## src/rtl/alu_pkg.sv

```systemverilog
// Shared types for the handshaked ALU: op encoding and control FSM states.
package alu_pkg;

    typedef enum logic [2:0] {
        OP_AND = 3'b000,
        OP_OR  = 3'b001,
        OP_ADD = 3'b010,
        OP_SUB = 3'b011,
        OP_SLT = 3'b100,
        OP_SLL = 3'b101,
        OP_SRL = 3'b110,
        OP_MUL = 3'b111
    } alu_op_t;

    typedef enum logic [1:0] {
        IDLE = 2'd0,
        BUSY = 2'd1,
        DONE = 2'd2
    } alu_state_t;

endpackage

```

## src/rtl/alu_mul_iter.sv

```systemverilog
// Iterative shift-add multiplier, one multiplier bit per cycle.
// Latency: WIDTH cycles after start, then done is held until the next clock.
// No backpressure: the caller samples product while done is high.
module alu_mul_iter
    import alu_pkg::*;
#(
    parameter int WIDTH = 8
) (
    input  logic                 clk,
    input  logic                 reset,
    input  logic                 start,
    input  logic [WIDTH-1:0]     a,
    input  logic [WIDTH-1:0]     b,
    output logic                 busy,
    output logic                 done,
    output logic [2*WIDTH-1:0]   product
);

    localparam int CNT_W = $clog2(WIDTH + 1);

    logic [WIDTH-1:0]   mcand;
    logic [CNT_W-1:0]   cnt;
    logic [2*WIDTH-1:0] acc;
    logic [WIDTH:0]     sum;

    // Upper half accumulates; lower half starts as the multiplier and shifts out LSB-first.
    assign sum = {1'b0, acc[2*WIDTH-1:WIDTH]} + (acc[0] ? {1'b0, mcand} : '0);

    always_ff @(posedge clk or posedge reset) begin
        if (reset) begin
            mcand <= '0;
            acc   <= '0;
            cnt   <= '0;
            busy  <= 1'b0;
        end else if (start) begin
            mcand <= a;
            acc   <= {{WIDTH{1'b0}}, b};
            cnt   <= CNT_W'(WIDTH);
            busy  <= 1'b1;
        end else if (busy) begin
            if (cnt == '0) begin
                busy <= 1'b0;
            end else begin
                acc <= {sum, acc[WIDTH-1:1]};
                cnt <= cnt - CNT_W'(1);
            end
        end
    end

    assign done    = busy && (cnt == '0);
    assign product = acc;

endmodule

```

## src/rtl/alu_hs.sv

```systemverilog
// Registered ALU with valid/ready on both sides; 8 ops including an iterative MUL.
// Latency: 1 cycle for single-cycle ops, WIDTH+1 cycles for MUL.
// Backpressure: result and flags hold while out_ready=0; in_ready follows out_ready in DONE.
module alu_hs
    import alu_pkg::*;
#(
    parameter int WIDTH = 8
) (
    input  logic             clk,
    input  logic             reset,
    input  logic             in_valid,
    output logic             in_ready,
    input  logic [2:0]       op,
    input  logic [WIDTH-1:0] src_a,
    input  logic [WIDTH-1:0] src_b,
    output logic             out_valid,
    input  logic             out_ready,
    output logic [WIDTH-1:0] alu_out,
    output logic             zero,
    output logic             carry,
    output logic             overflow,
    output logic             negative
);

    localparam int SHAMT_W = $clog2(WIDTH);

    alu_state_t         state;
    alu_op_t            op_e;
    logic               accept;
    logic               mul_start;
    logic               mul_busy;
    logic               mul_done;
    logic [2*WIDTH-1:0] mul_prod;
    logic [WIDTH:0]     add_s;
    logic [WIDTH:0]     sub_s;
    logic [SHAMT_W-1:0] shamt;
    logic [WIDTH-1:0]   res_c;
    logic               carry_c;
    logic               ov_c;

    assign op_e      = alu_op_t'(op);
    assign in_ready  = !reset && ((state == IDLE) || ((state == DONE) && out_ready));
    assign accept    = in_valid && in_ready;
    assign mul_start = accept && (op_e == OP_MUL);
    assign shamt     = src_b[SHAMT_W-1:0];
    assign add_s     = {1'b0, src_a} + {1'b0, src_b};
    assign sub_s     = {1'b0, src_a} + {1'b0, ~src_b} + (WIDTH+1)'(1);

    alu_mul_iter #(.WIDTH(WIDTH)) u_mul (
        .clk     (clk),
        .reset   (reset),
        .start   (mul_start),
        .a       (src_a),
        .b       (src_b),
        .busy    (mul_busy),
        .done    (mul_done),
        .product (mul_prod)
    );

    // In BUSY the load path carries the multiplier result instead of the live inputs.
    always_comb begin
        res_c   = '0;
        carry_c = 1'b0;
        ov_c    = 1'b0;
        if (state == BUSY) begin
            res_c   = mul_prod[WIDTH-1:0];
            carry_c = |mul_prod[2*WIDTH-1:WIDTH];
        end else begin
            case (op_e)
                OP_AND: res_c = src_a & src_b;
                OP_OR:  res_c = src_a | src_b;
                OP_ADD: begin
                    res_c   = add_s[WIDTH-1:0];
                    carry_c = add_s[WIDTH];
                    ov_c    = (src_a[WIDTH-1] == src_b[WIDTH-1]) &&
                              (add_s[WIDTH-1] != src_a[WIDTH-1]);
                end
                OP_SUB: begin
                    res_c   = sub_s[WIDTH-1:0];
                    carry_c = sub_s[WIDTH];
                    ov_c    = (src_a[WIDTH-1] != src_b[WIDTH-1]) &&
                              (sub_s[WIDTH-1] != src_a[WIDTH-1]);
                end
                OP_SLT: res_c = {{(WIDTH-1){1'b0}}, ($signed(src_a) < $signed(src_b))};
                OP_SLL: res_c = src_a << shamt;
                OP_SRL: res_c = src_a >> shamt;
                default: res_c = '0;
            endcase
        end
    end

    always_ff @(posedge clk or posedge reset) begin
        if (reset) begin
            state     <= IDLE;
            out_valid <= 1'b0;
            alu_out   <= '0;
            zero      <= 1'b0;
            carry     <= 1'b0;
            overflow  <= 1'b0;
            negative  <= 1'b0;
        end else begin
            if ((state == BUSY && mul_done) || (accept && op_e != OP_MUL)) begin
                state     <= DONE;
                out_valid <= 1'b1;
                alu_out   <= res_c;
                zero      <= (res_c == '0);
                negative  <= res_c[WIDTH-1];
                carry     <= carry_c;
                overflow  <= ov_c;
            end else if (mul_start) begin
                state     <= BUSY;
                out_valid <= 1'b0;
            end else if (state == DONE && out_ready) begin
                state     <= IDLE;
                out_valid <= 1'b0;
            end
        end
    end

    logic unused_ok;
    assign unused_ok = mul_busy;

endmodule

```

## config.mk

```make
export PLATFORM = sky130hd
export DESIGN_NAME = alu_hs
export DESIGN_NICKNAME = d
export VERILOG_FILES = /design/src/rtl/alu_pkg.sv /design/src/rtl/alu_mul_iter.sv /design/src/rtl/alu_hs.sv
export SDC_FILE = /design/constraint.sdc
export NUM_CORES = 1
export LEC_CHECK = 0
export ABC_AREA = 1
export CAP_MARGIN = 30
export CORE_ASPECT_RATIO = 1.2
export CORE_UTILIZATION = 45
export DETAILED_ROUTE_END_ITERATION = 8
export MAX_ROUTING_LAYER = met4
export PLACE_DENSITY = 0.65
export SLEW_MARGIN = 20
export SYNTH_ARGS = -nofsm -noshare
export SYNTH_HDL_FRONTEND = slang
export SYNTH_SLANG_ARGS = --single-unit
```

## constraint.sdc

```tcl
create_clock -name clk -period 3.36 [get_ports clk]
set_input_delay 0.336 -clock clk [delete_from_list [all_inputs] [get_ports clk]]
set_output_delay 0.336 -clock clk [all_outputs]
set_load 0.03 [all_outputs]
```

After elaboration in Yosys (flattened, before gate mapping)
Index checks and enable logic that the tools add are counted.
- add/subtract/negate cells: 5
- magnitude comparators: 1
- equality and inequality tests: 15
- shift operators: 2
- mux-type cells: 22
- bitwise operators: 3
- reduce and logical (&&, ||, !) cells: 20
- operators by type and width (cell ; count):
    8-bit case mux with 7 select lines ; 1
    16-bit two-way mux ; 3
    8-bit by 8-bit adder with 9-bit output ; 2
    8-bit two-way mux ; 2
    3-bit equality test (second input constant) ; 4
    4-bit two-way mux ; 3
    8-bit by 9-bit adder with 9-bit output ; 1
    9-bit by 1-bit adder with 9-bit output (second input constant) ; 1
    1-bit logical AND ; 9
    8-bit bitwise AND ; 1
    8-bit logical NOT ; 1
    8-bit less-than comparator ; 1
    1-bit two-way mux ; 8
    8-bit NOT ; 1
    8-bit bitwise OR ; 1
    8-bit OR reduction ; 1
    8-bit by 3-bit left shift with 8-bit output ; 1
    8-bit by 3-bit right shift with 8-bit output ; 1
    3-bit by 2-bit equality test with 1-bit output (second input constant) ; 2
    2-bit two-way mux ; 3
    4-bit logical NOT ; 1
    1-bit case mux with 2 select lines ; 2
    4-bit by 1-bit subtractor with 4-bit output (second input constant) ; 1
    3-bit by 1-bit equality test with 1-bit output (second input constant) ; 1
    13 further kinds ; 16
- bits in registers: 44
- output and inout port bits: 14
- word-level logic and storage cells: 79

Longest topological paths before layout
Gate-level depths: netlist of the first run.
- depth after elaboration: 8
- mapped depth: 16
- gate-level depth less buffers: 16

Cells and area by module
A second synthesis of the first run with hierarchy kept.
- cell total of the unflattened synthesis: 649
- area total of the unflattened synthesis: 4157.7 sq um
- modules (own cells, without submodules) (module ; instances ; cells an instance ; area an instance (sq um)):
    alu_hs ; 1 ; 431 ; 2431.1
    alu_mul_iter ; 1 ; 218 ; 1726.7

Worst setup path before layout of the first run
Ideal clock, no wire load.
- path kind: input to register
- start point: input reset
- end point: register zero
- library setup time: 65 ps
- arrival: 2454 ps
- required time: 3295 ps
- path slack: 841 ps
- stages: 10
- cell sequence: inv_1 nand4_1 o21bai_1 nand2_1 o21ai_0 a21oi_1 nand2_1 nor2_1 nand3_1 nand2_1
- longest elaborated chain between the ends: 5
- ends and longest elaborated chain (element ; line ; source):
    start, declared ; alu_hs.sv:10 ; input logic reset,
    1-bit logical NOT (no source line) ; n/a ;
    1-bit logical AND ; alu_hs.sv:42 ; assign in_ready = !reset && ((state == IDLE) || ((state == DONE) && out_ready));
    1-bit logical AND ; alu_hs.sv:43 ; assign accept = in_valid && in_ready;
    1-bit logical AND ; alu_hs.sv:102 ; if ((state == BUSY && mul_done) || (accept && op_e != OP_MUL)) begin
    1-bit logical OR ; alu_hs.sv:102 ;
    end signal, assigned ; alu_hs.sv:106 ; zero <= (res_c == '0);
    end, declared ; alu_hs.sv:19 ; output logic zero,
No other way between the ends.
A chain may end at the register's enable or synchronous reset.

Final worst setup path of the first run
- start point: input src_a[0]
- end point: register zero
- longest elaborated chain between the ends: 5
- ends and longest elaborated chain (element ; line ; source):
    start, declared ; alu_hs.sv:14 ; input logic [WIDTH-1:0] src_a,
    8-bit by 8-bit adder with 9-bit output ; alu_hs.sv:47 ; assign sub_s = {1'b0, src_a} + {1'b0, ~src_b} + (WIDTH+1)'(1);
    9-bit by 1-bit adder with 9-bit output ; alu_hs.sv:47 ;
    8-bit case mux with 7 select lines (*) ; alu_hs.sv:69 ; case (op_e)
    8-bit two-way mux (*) ; alu_hs.sv:65 ; if (state == BUSY) begin
    8-bit logical NOT (*) ; alu_hs.sv:106 ;
Every way passes the cells marked *; elsewhere a longest branch is shown, timed or not.

==> results of run 1 <==
## synthesized netlist by cell type (all sizes together)
cell type  count  area share, %
a21o           1           0.20
o21a           2           0.40
fa             3            1.6
xor2           4           0.92
clkbuf         5           0.49
o22ai          2           0.33
o21ai         31            4.1
o221ai         6            1.4
nor3           7            1.4
xnor2          2           0.46
nand3b         1           0.20
buf           10            1.6
ha            35             12
nor2          61            6.4
a31oi          8            1.3
dfrtp         42             28
and3           1           0.16
o21bai         2           0.40
nand4          5           0.82
or2            2           0.33
inv           78            7.7
a22o           2           0.46
o211ai         3           0.59
a21oi         21            2.8
nand3         73            9.8
nor4           2           0.33
nand2        167             17
## power breakdown
part | internal, mW | total [mW] | switching [mW]
Combinational | 0.464 | 1.24 | 0.773
Sequential | 0.716 | 0.870 | 0.155
Clock | 0.159 | 0.325 | 0.167
## cell families (layout without fill, tap and decap cells)
kind of cell               count (synthesis)  after routing
and+or+nand+nor                          319            319
buffers and inverters                     93            125
AOI/OAI and AO/OA                         78             78
DFF                                       42             42
adders and majority gates                 38             38
xor gates and xnor gates                   6              6
## path summary, 6_finish.rpt
| path | startpoint | end | slack [ps] |
|---|---|---|---|
| hold / removal | alu_out[2] | alu_out[2] | 480 |
| setup / recovery | src_a[0] | zero | 760 |
| max in group asynchronous | reset | u_mul.mcand[3] | 2470 |
| min in group asynchronous | reset | out_valid | 510 |
| setup reg to reg | u_mul.product[0] | u_mul.product[15] | 1120 |
| hold reg to reg | alu_out[2] | alu_out[2] | 480 |
## metrics by stage
step                      utilization (%)  setup slack [ps]  area, sq um  hold WS, ps
after floorplan                         -               841         3800          453
after global placement               52.2               468         4260          465
after detailed placement             52.2               438         4260          471
after CTS                            53.2               749         4340          488
after global routing                 53.2               444         4340          517
final                                53.2               764         4340          484
## registers in the layout, summed over array words and instances, names as in the netlist
name,cells
u_mul.busy,1
out_valid,1
u_mul.product,16
carry,1
state,1
u_mul.mcand,8
zero,1
alu_out,8
overflow,1
u_mul.cnt,4
## layout make-up
type                            count  area share [%]
Multi-Input combinational cell    441            54.7
Sequential cell                    42            24.2
Timing Repair Buffer               41            9.17
Inverter                           78            6.75
Tap cell                          114            3.29
Clock buffer                        6            1.90
## per-layer routing
layer  part of all wire, %  wire length [um]
met1                    41              4880
met2                    50              5890
met3                   3.9               459
met4                   4.5               527
met5                     0                 0
## tightest hold or removal path, cell delays in order (launching register included)
cell and delay, ps:
dfrtp_1 350, nand2_1 50, nand2_1 50
==> reports/results.txt, run 1 <==
Post-route insts no fill = 722
Startpoint Class = input pin
Number of I/O pins = 37
Slowest stage delay, CP = 530 ps
IO buf count = 36
R2R depth = 12
Status = completed
Worst Setup End Kind = register
Xor/xnor cell area share of the yosys netlist = 1.38%
H-tree levels = 2
Hold WC Path Type = reg -> reg
Met3 Track Usage GR = 2.72%
Total power draw = 2.43 mW
Setup_tns = 0 ps
Share of cells above drive strength 1 = 3.95%
Synth Cell Area = 3800 sq um
Num Clock Sinks = 42
CP top delay family = buffers and inverters
Multi-input logic area = 2370 sq um
Sequential Area = 1050 sq um
Mean number of vias per cell = 5.34
Post-CTS Setup Bufs = 0
Die Height = 103 um
#FFs+latches synth = 42
MaxCap Viol Count = 0
Worst skew pair latency = 300 ps
Synth Area in Compound Gates = 11.9%
Pwr dens = 560 nW/um^2
Root Buffer = clkbuf_8
Rows = 36
Worst-Margin Slew = 615 ps
# diodes = 0
Busiest layer in global routing = met2
Critical path class = in -> reg
CP max FO = 4
Total CTS buffers = 5
Cts hold-fix bufs = 0
GR Layer Usage met1 = 32.9%
Fill cell count = 834
Leading cell type in the layout, fill and taps excluded = nand2_1
Drt drc = 0
Largest family of logic cells by synthesized area = simple AND/OR/NAND/NOR gates
Worst path slowest cell = clkdlybuf4s50_1
Leakage power = 2.28 nW
Area share of and/or/nand/nor cells after synthesis = 36.1%
Buf/Inv on CP = 4
GPL Wtd Cong = 0.972
DR pass1 iterations = 5
Post-Syn Instances = 576
Vias = 3859
Nets@finish = 670
Fmax = 0.385 GHz
Most Frequent Cell on Critical Path = nor2_1
Met2 Use GR = 51.9%
DP HPWL = 9.54 mm
P&R area growth vs syn = 14.3%
Post-Synth Adder-Cell Area = 13.1%
Cells after DPL = 716
Levels on crit path = 16
Syn_nets = 637
Worst path cell trace = clkdlybuf4s50_1 > inv_1 > ha_1 > inv_1 > fa_1 > inv_1 > nor2_1 > nor2_1 > nand3_1 > o21ai_0 > nand2_1 > nor2_1 > nand2_1 > nor2_1 > nand3_1 > nand2_1
Tcrit/Tclk final = 77.3%
Clock Pin Slew Worst Setup and Hold Paths = 70 ps
Total Wirelength = 11.8 mm
Most frequent cells in the layout = nand2_1 (166), inv_1 (74), nand3_1 (72)
Slew Limit Headroom = 58.8%
Synth unique cells = 37
Fin. max-slew vios = 0
Hold Crit Depth = 2
Min Tclk post-route = 2600 ps
Critical path required time = 3600 ps
Routed Antenna Nets = 0
Mapped Avg Cell Area = 6.59 sq um
RSZ-0062 raised after global routing = no
Initial antenna violation count = 0
Maximum root-to-sink buffer count = 2
Final Hold Fails = 0
Starting Density = 46.6%
CP Data Arrival Time = 2840 ps
Largest net degree at the start of global routing = 44
Die width = 85.8 um
Final setup viols = 0
YS warnings = 0
Vias in the first global route = 3667
Worst vdd ir = 0.000196 V
Post-synthesis mux area share = 0%
First-pass GRT wire length = 18.7 mm
Sequential cell area fraction in the yosys report = 27.7%
Cts repair resizes = 0
Mean routed wirelength per cell = 16.3 um
Clock Skew = 6.26 ps
CTS tree = done
Gr ovfl total = 0
DIE AREA = 8810 sq um
Gr usage total = 29.3%
Core area = 8150 sq um
First DRT Iteration DRCs = 212
Power figures use the tool's default switching activity.
==> run 2, diff against run 1 <==
--- a/config.mk
+++ b/config.mk
@@ -11,7 +11,7 @@
 export CORE_UTILIZATION = 45
 export DETAILED_ROUTE_END_ITERATION = 8
 export MAX_ROUTING_LAYER = met4
-export PLACE_DENSITY = 0.65
+export PLACE_DENSITY = 0.68
 export SLEW_MARGIN = 20
 export SYNTH_ARGS = -nofsm -noshare
 export SYNTH_HDL_FRONTEND = slang
==> constraint.sdc (replaced) <==
create_clock -name clk -period 2.2 [get_ports clk]
set_input_delay 0.22 -clock clk [delete_from_list [all_inputs] [get_ports clk]]
set_output_delay 0.22 -clock clk [all_outputs]
set_load 0.03 [all_outputs]
==> run 2 against run 1 <==
- final cell count is 12% higher
- first-iteration DRC count is 14% lower
- core utilization is 8.7 points higher
- worst hold slack worse by 64 ps
- global-route usage is 0.35 points higher
- critical endpoint unchanged
- routed wire length is 3.0% higher
- power is 65% higher
- critical path depth is 1 lower
- die area stayed put
- combinational power is 74% higher
- clock power is 61% higher
- non-clock buffer count is 84 higher
==> reports/results.txt, run 2 (same netlist as run 1, synthesis figures left out) <==
Int Power = 2.25 mW (+68%)
GPL Wtd Cong = 0.960 (-1.3%)
Gate power share = 53.8% (+3.0 points)
# diodes = 0 (unchanged)
DP HPWL = 9.89 mm (+3.7%)
Switching portion of total power = 44.0% (-0.94 points)
Number of flip-flops in the largest register = 16 (unchanged)
CP max FO = 8 (+4)
First-pass GRT wire length = 19.3 mm (+3.1%)
Drt drc = 0 (unchanged)
Met2 WL = 6.31 mm (+7.0%)
Worst vdd ir = 0.000334 V (+71%)
Clock Power Share = 13.0% (-0.4 points)
R2R depth = 12 (unchanged)
First DRT Iteration DRCs = 182 (-14%)
Worst Setup End Kind = register
Root Buffer = clkbuf_8
Mean routed wirelength per cell = 15.0 um (-7.9%)
Routed Antenna Nets = 0 (unchanged)
DR pass1 iterations = 4 (-1)
Initial antenna violation count = 0 (unchanged)
Critical path required time = 2440 ps (-1160 ps)
Final Hold Fails = 0 (unchanged)
Mean number of vias per cell = 5.15 (-3.7%)
Starting Density = 46.6% (unchanged)
CTS tree = done
Final setup viols = 0 (unchanged)
Pwr dens = 795 nW/um^2 (+42%)
Vias = 4159 (+7.8%)
Min Tclk post-route = 2080 ps
Share of cells above drive strength 1 = 17.9% (+14 points)
Gr ovfl total = 0 (unchanged)
Top routing layer used = met4
Number of I/O pins = 37 (unchanged)
Total CTS buffers = 5 (unchanged)
Cells after DPL = 800 (+12%)
FF-to-FF setup slack = 200 ps (-920 ps)
Nets@finish = 754 (+13%)
Core area = 8150 sq um (unchanged)
Critical register-to-register path startpoint = u_mul.product[0]
Total power draw = 4.02 mW (+65%)
DIE AREA = 8810 sq um (unchanged)
Clock Pin Slew Worst Setup and Hold Paths = 80 ps (about the same)
Total Wirelength = 12.1 mm (+3.0%)
Status = completed
Startpoint Class = input pin
Post-CTS Setup Bufs = 0 (unchanged)
M1 wire length = 5.01 mm (+2.6%)
Die width = 85.8 um (unchanged)
Vias in the first global route = 4010 (+9.4%)
Critical path class = in -> reg
Num Clock Sinks = 42 (unchanged)
Sequential share of power = 33.2% (-2.6 points)
Leakage power = 2.72 nW (+19%)
MaxCap Viol Count = 0 (unchanged)
Maximum root-to-sink buffer count = 2 (unchanged)
Post-Route Utilization = 62.0% (+8.7 points)
Clock Skew = 4.90 ps (-1.36 ps)
Setup WS pre-CTS = -365 ps (-802 ps)
Largest net degree at the start of global routing = 43 (-2.3%)
Die Height = 103 um (unchanged)
P&R area growth vs syn = 33.1%
Hold Path Sink = u_mul.mcand[0]
Hold WC Path Type = in -> reg
Cts hold-fix bufs = 0 (unchanged)
H-tree levels = 2 (unchanged)
CP Data Arrival Time = 2330 ps (-510 ps)
Sw Pwr = 1.77 mW (+62%)
RSZ-0062 raised after global routing = yes
Post-route insts no fill = 808 (+12%)
Leading cell type in the layout, fill and taps excluded = nand2_1
Fmax = 0.480 GHz
Hold_sp = src_a[0]
Worst-Margin Slew = 543 ps (-71.9 ps)
IO buf count = 36 (unchanged)
Fin. max-slew vios = 0 (unchanged)
RR Endpoint = u_mul.product[15]
Rows = 36 (unchanged)
Worst skew pair latency = 300 ps (about the same)
Hold Crit Depth = 4 (+2)
Met3 WL = 323 um (-30%)
Tcrit/Tclk final = 94.7%
Most frequent cells in the layout = nand2_1 (166), buf_4 (88), nand3_1 (72)
Gr usage total = 29.6% (+0.35 points)
Final setup margin = 117 ps (-646 ps)
Slew Limit Headroom = 63.5% (+4.7 points)
-- run 2: changes by cell type in the layout (fill, tap and decap cells not counted), sizes merged --
cell,before,now
clkdlybuf4s50,36,32
clkinvlp,0,1
dlymetal6s2s,0,4
inv,78,77
clkbuf,6,7
buf,5,89
clkinv,0,1
-- run 2: worst max-delay path by stage --
stage | cells past startpoint | startpoint | end | slack (ps)
3_3_place_gp | 17 | src_a[0] | zero | -280
3_5_place_dp | 16 | src_a[0] | zero | -360
4_1_cts | 16 | src_a[0] | zero | 20
5_1_grt | 14 | src_b[5] | zero | -10
6_report | 15 | src_b[6] | zero | 120
2_1_floorplan | 13 | u_mul.product[0] | u_mul.product[15] | 150
-- run 2: cell type report --
| class | instances | area (sq um) |
|---|---|---|
| multi-input cells | 441 | 2430 |
| clock inverters | 1 | 5.00 |
| clock buffers | 7 | 86.3 |
| repair buffers | 125 | 1040 |
| flip-flops and latches | 42 | 1050 |
| inverters | 78 | 297 |
| well taps | 114 | 143 |
| fillers | 790 | 3100 |
-- run 2: power by group through the flow --
stage | combinational (mW) | clock [mW] | sequential (mW)
after floorplan | 1.12 | 0 | 1.47
after global placement | 2.09 | 0 | 1.33
after detailed placement | 2.13 | 0 | 1.35
after CTS | 2.14 | 0.538 | 1.33
after global routing | 2.40 | 0.560 | 1.38
final | 2.16 | 0.522 | 1.33
-- run 2: layer usage --
| metal | vias up | track usage, % |
|---|---|---|
| li1 | 2110 | - |
| met1 | 1925 | 33.1 |
| met2 | 98 | 54.5 |
| met3 | 26 | 1.92 |
| met4 | 0 | 13.3 |
| met5 | - | - |
-- run 2: repair_timing --
item	in CTS	in global routing
gates cloned	0	0
pin swaps	0	5
resized for setup	2	19
endpoints found under the setup margin	1	11
-- run 2: metrics by stage --
| step | hold slack [ps] | setup TNS [ps] | instance area (sq um) |
|---|---|---|---|
| floorplan | 219 | 0 | 3800 |
| global placement | 467 | -1820 | 4890 |
| detailed placement | 471 | -2230 | 4890 |
| CTS | 463 | 0 | 4990 |
| global route | 448 | -9.61 | 5050 |
| finish | 420 | 0 | 5050 |
-- run 2: worst max-delay path, stage by stage --
cell,delay (ps)
clkdlybuf4s50_1,520
inv_1,80
ha_1,450
nand2_1,90
inv_1,80
nand4_1,130
nand2_1,110
nand2_1,50
nand3_1,60
nand3_1,100
nand2_1,110
nand2_1,70
nor2_1,100
nand3_1,80
nand2_1,60
==> run 3, diff against run 2 <==
--- a/config.mk
+++ b/config.mk
@@ -10,7 +10,6 @@
 export CORE_ASPECT_RATIO = 1.2
 export CORE_UTILIZATION = 45
 export DETAILED_ROUTE_END_ITERATION = 8
-export MAX_ROUTING_LAYER = met4
 export PLACE_DENSITY = 0.68
 export SLEW_MARGIN = 20
 export SYNTH_ARGS = -nofsm -noshare
==> run 3 against run 2 <==
- global-route usage down 1.8 points
- power up 0.50%
- combinational power about the same
- routed wire length down 3.1%
- register-to-register slack worse by 60 ps
- clock power up 11%
- non-clock buffer count up 6
- final cell count up 0.74%
- core utilization up 0.49 points
- fmax down 2.0%
- via count up 0.99%
- critical endpoint unchanged
- largest cell class unchanged
- highest routed layer unchanged
==> reports/results.txt, run 3 (same netlist as run 1, synthesis figures left out) <==
Slowest stage delay, CP = 510 ps (about the same)
Slew Limit Headroom = 60.3% (-3.2 points)
Number of flip-flops in the largest register = 16 (unchanged)
Int Power = 2.31 mW (+2.6%)
Most frequent cells in the layout = nand2_1 (166), buf_4 (95), inv_1 (73)
P&R area growth vs syn = 34.1%
Gr usage total = 27.8% (-1.8 points)
First DRT Iteration DRCs = 188 (+3.3%)
Nets@finish = 760 (+0.80%)
Number of I/O pins = 37 (unchanged)
Initial antenna violation count = 0 (unchanged)
Worst Setup End Kind = register
DP HPWL = 9.77 mm (-1.2%)
Vias in the first global route = 4076 (+1.6%)
Switching portion of total power = 42.9% (-1.1 points)
IO buf count = 36 (unchanged)
Fmax = 0.470 GHz (-2.0%)
H-tree levels = 2 (unchanged)
Rows = 36 (unchanged)
CTS tree = done
DR pass1 iterations = 4 (unchanged)
DIE AREA = 8810 sq um (unchanged)
CP max FO = 12 (+4)
Cells after DPL = 803 (+0.38%)
Min Tclk post-route = 2130 ps (+42.9 ps)
Leading cell type in the layout, fill and taps excluded = nand2_1
Gr ovfl total = 0 (unchanged)
CP Data Arrival Time = 2360 ps (+30 ps)
Fin. max-slew vios = 0 (unchanged)
Worst vdd ir = 0.000348 V (+4.3%)
Vias = 4200 (+0.99%)
# diodes = 0 (unchanged)
Sequential share of power = 32.8% (-0.4 points)
Final setup viols = 0 (unchanged)
Buf/Inv on CP = 4 (+1)
Maximum root-to-sink buffer count = 2 (unchanged)
Status = completed
CP top delay family = simple AND/OR/NAND/NOR gates
Tcrit/Tclk final = 96.6% (+2.0 points)
Share of cells above drive strength 1 = 18.6% (+0.70 points)
Final Hold Fails = 0 (unchanged)
Clock Pin Slew Worst Setup and Hold Paths = 80 ps (about the same)
Worst skew pair latency = 300 ps (about the same)
Die width = 85.8 um (unchanged)
Total CTS buffers = 5 (unchanged)
Starting Density = 46.6% (unchanged)
MaxCap Viol Count = 0 (unchanged)
Mean routed wirelength per cell = 14.4 um (-3.8%)
GPL Wtd Cong = 0.990 (+3.1%)
Clock Skew = 8.46 ps (+3.56 ps)
Final setup margin = 74.4 ps (-42.9 ps)
Drt drc = 0 (unchanged)
Gate power share = 52.8% (-1.0 points)
Die Height = 103 um (unchanged)
Clock Power Share = 14.3% (+1.3 points)
Routed Antenna Nets = 0 (unchanged)
Core area = 8150 sq um (unchanged)
Largest net degree at the start of global routing = 34 (-21%)
Leakage power = 2.74 nW (+0.65%)
Num Clock Sinks = 42 (unchanged)
Critical path required time = 2440 ps (about the same)
Setup WS pre-CTS = -373 ps (-8.51 ps)
Root Buffer = clkbuf_8
Startpoint Class = input pin
First-pass GRT wire length = 18.9 mm (-2.1%)
Mean number of vias per cell = 5.16 (+0.24%)
Critical path class = in -> reg
Fill cell count = 780 (-1.3%)
Hold WC Path Type = in -> async
Hold slack = 316 ps (-104 ps)
Pwr dens = 793 nW/um^2 (-0.29%)
Worst-Margin Slew = 594 ps (+50.3 ps)
Total Wirelength = 11.7 mm (-3.1%)
RSZ-0062 raised after global routing = yes
Post-route insts no fill = 814 (+0.74%)
Sw Pwr = 1.73 mW (-2.1%)
Setup_tns = 0 ps (unchanged)
Worst path slowest cell = clkdlybuf4s50_1
Worst path cell trace = clkdlybuf4s50_1 > buf_4 > inv_2 > nand2_1 > buf_4 > nand3_1 > nand3_1 > o21ai_0 > nor2_1 > nand3_1 > nand2_1 > nand2_1 > nor2_1 > nand3_1 > nand2_1
run 3: metrics by stage:
| step | util, % | area, sq um | total power, mW |
|---|---|---|---|
| after global routing | 62.4 | 5090 | 4.33 |
| after floorplan | - | 3800 | 2.59 |
| after global placement | 60.3 | 4910 | 3.41 |
| after detailed placement | 60.3 | 4910 | 3.45 |
| after CTS | 61.7 | 5030 | 4.03 |
| final | 62.4 | 5090 | 4.04 |
run 3: worst min-delay path, delay by kind of cell:
kind / cells / cell delay [ps]
buf+inv: 3 / 740
run 3: final cells by class:
type                       instances  area, sq um  share of cell area, %
inverter                          78          297                   5.82
sequential                        42         1050                   20.6
timing repair buffer             131         1080                   21.2
multi-input combinational        441         2410                   47.4
clock buffer                       8          110                   2.16
tap                              114          143                   2.80
run 3: power by group through the flow:
| stage | logic, mW | registers, mW | clock network [mW] |
|---|---|---|---|
| after floorplan | 1.12 | 1.47 | 0 |
| after global placement | 2.08 | 1.33 | 0 |
| after detailed placement | 2.11 | 1.34 | 0 |
| after CTS | 2.12 | 1.33 | 0.586 |
| after global routing | 2.35 | 1.37 | 0.614 |
| final | 2.13 | 1.33 | 0.578 |
run 3: final timing paths:
check                            startpoint                 to  slack (ps)  cells past startpoint
max                                src_b[0]               zero          70                     15
min                                   reset         alu_out[6]         320                      3
max reg2reg                u_mul.product[0]  u_mul.product[13]         140                     12
min reg2reg                        overflow           overflow         480                      1
max in group asynchronous             reset     u_mul.mcand[5]        1460                      3
min in group clk                   src_a[0]     u_mul.mcand[0]         410                      4
run 3: timing repair:
action | in CTS | in global routing
pin swaps | 0 | 4
hold buffers | 0 | 0
setup endpoints to repair | 1 | 11
resized for setup | 2 | 17
setup buffers | 0 | 3
run 3: routing by layer:
metal	GRT usage (%)	vias up	wire length [um]
li1	-	2121	-
met2	50.7	129	5840
met3	2.40	35	373
met5	0	-	0
met4	16.7	0	652
met1	31.8	1915	4870
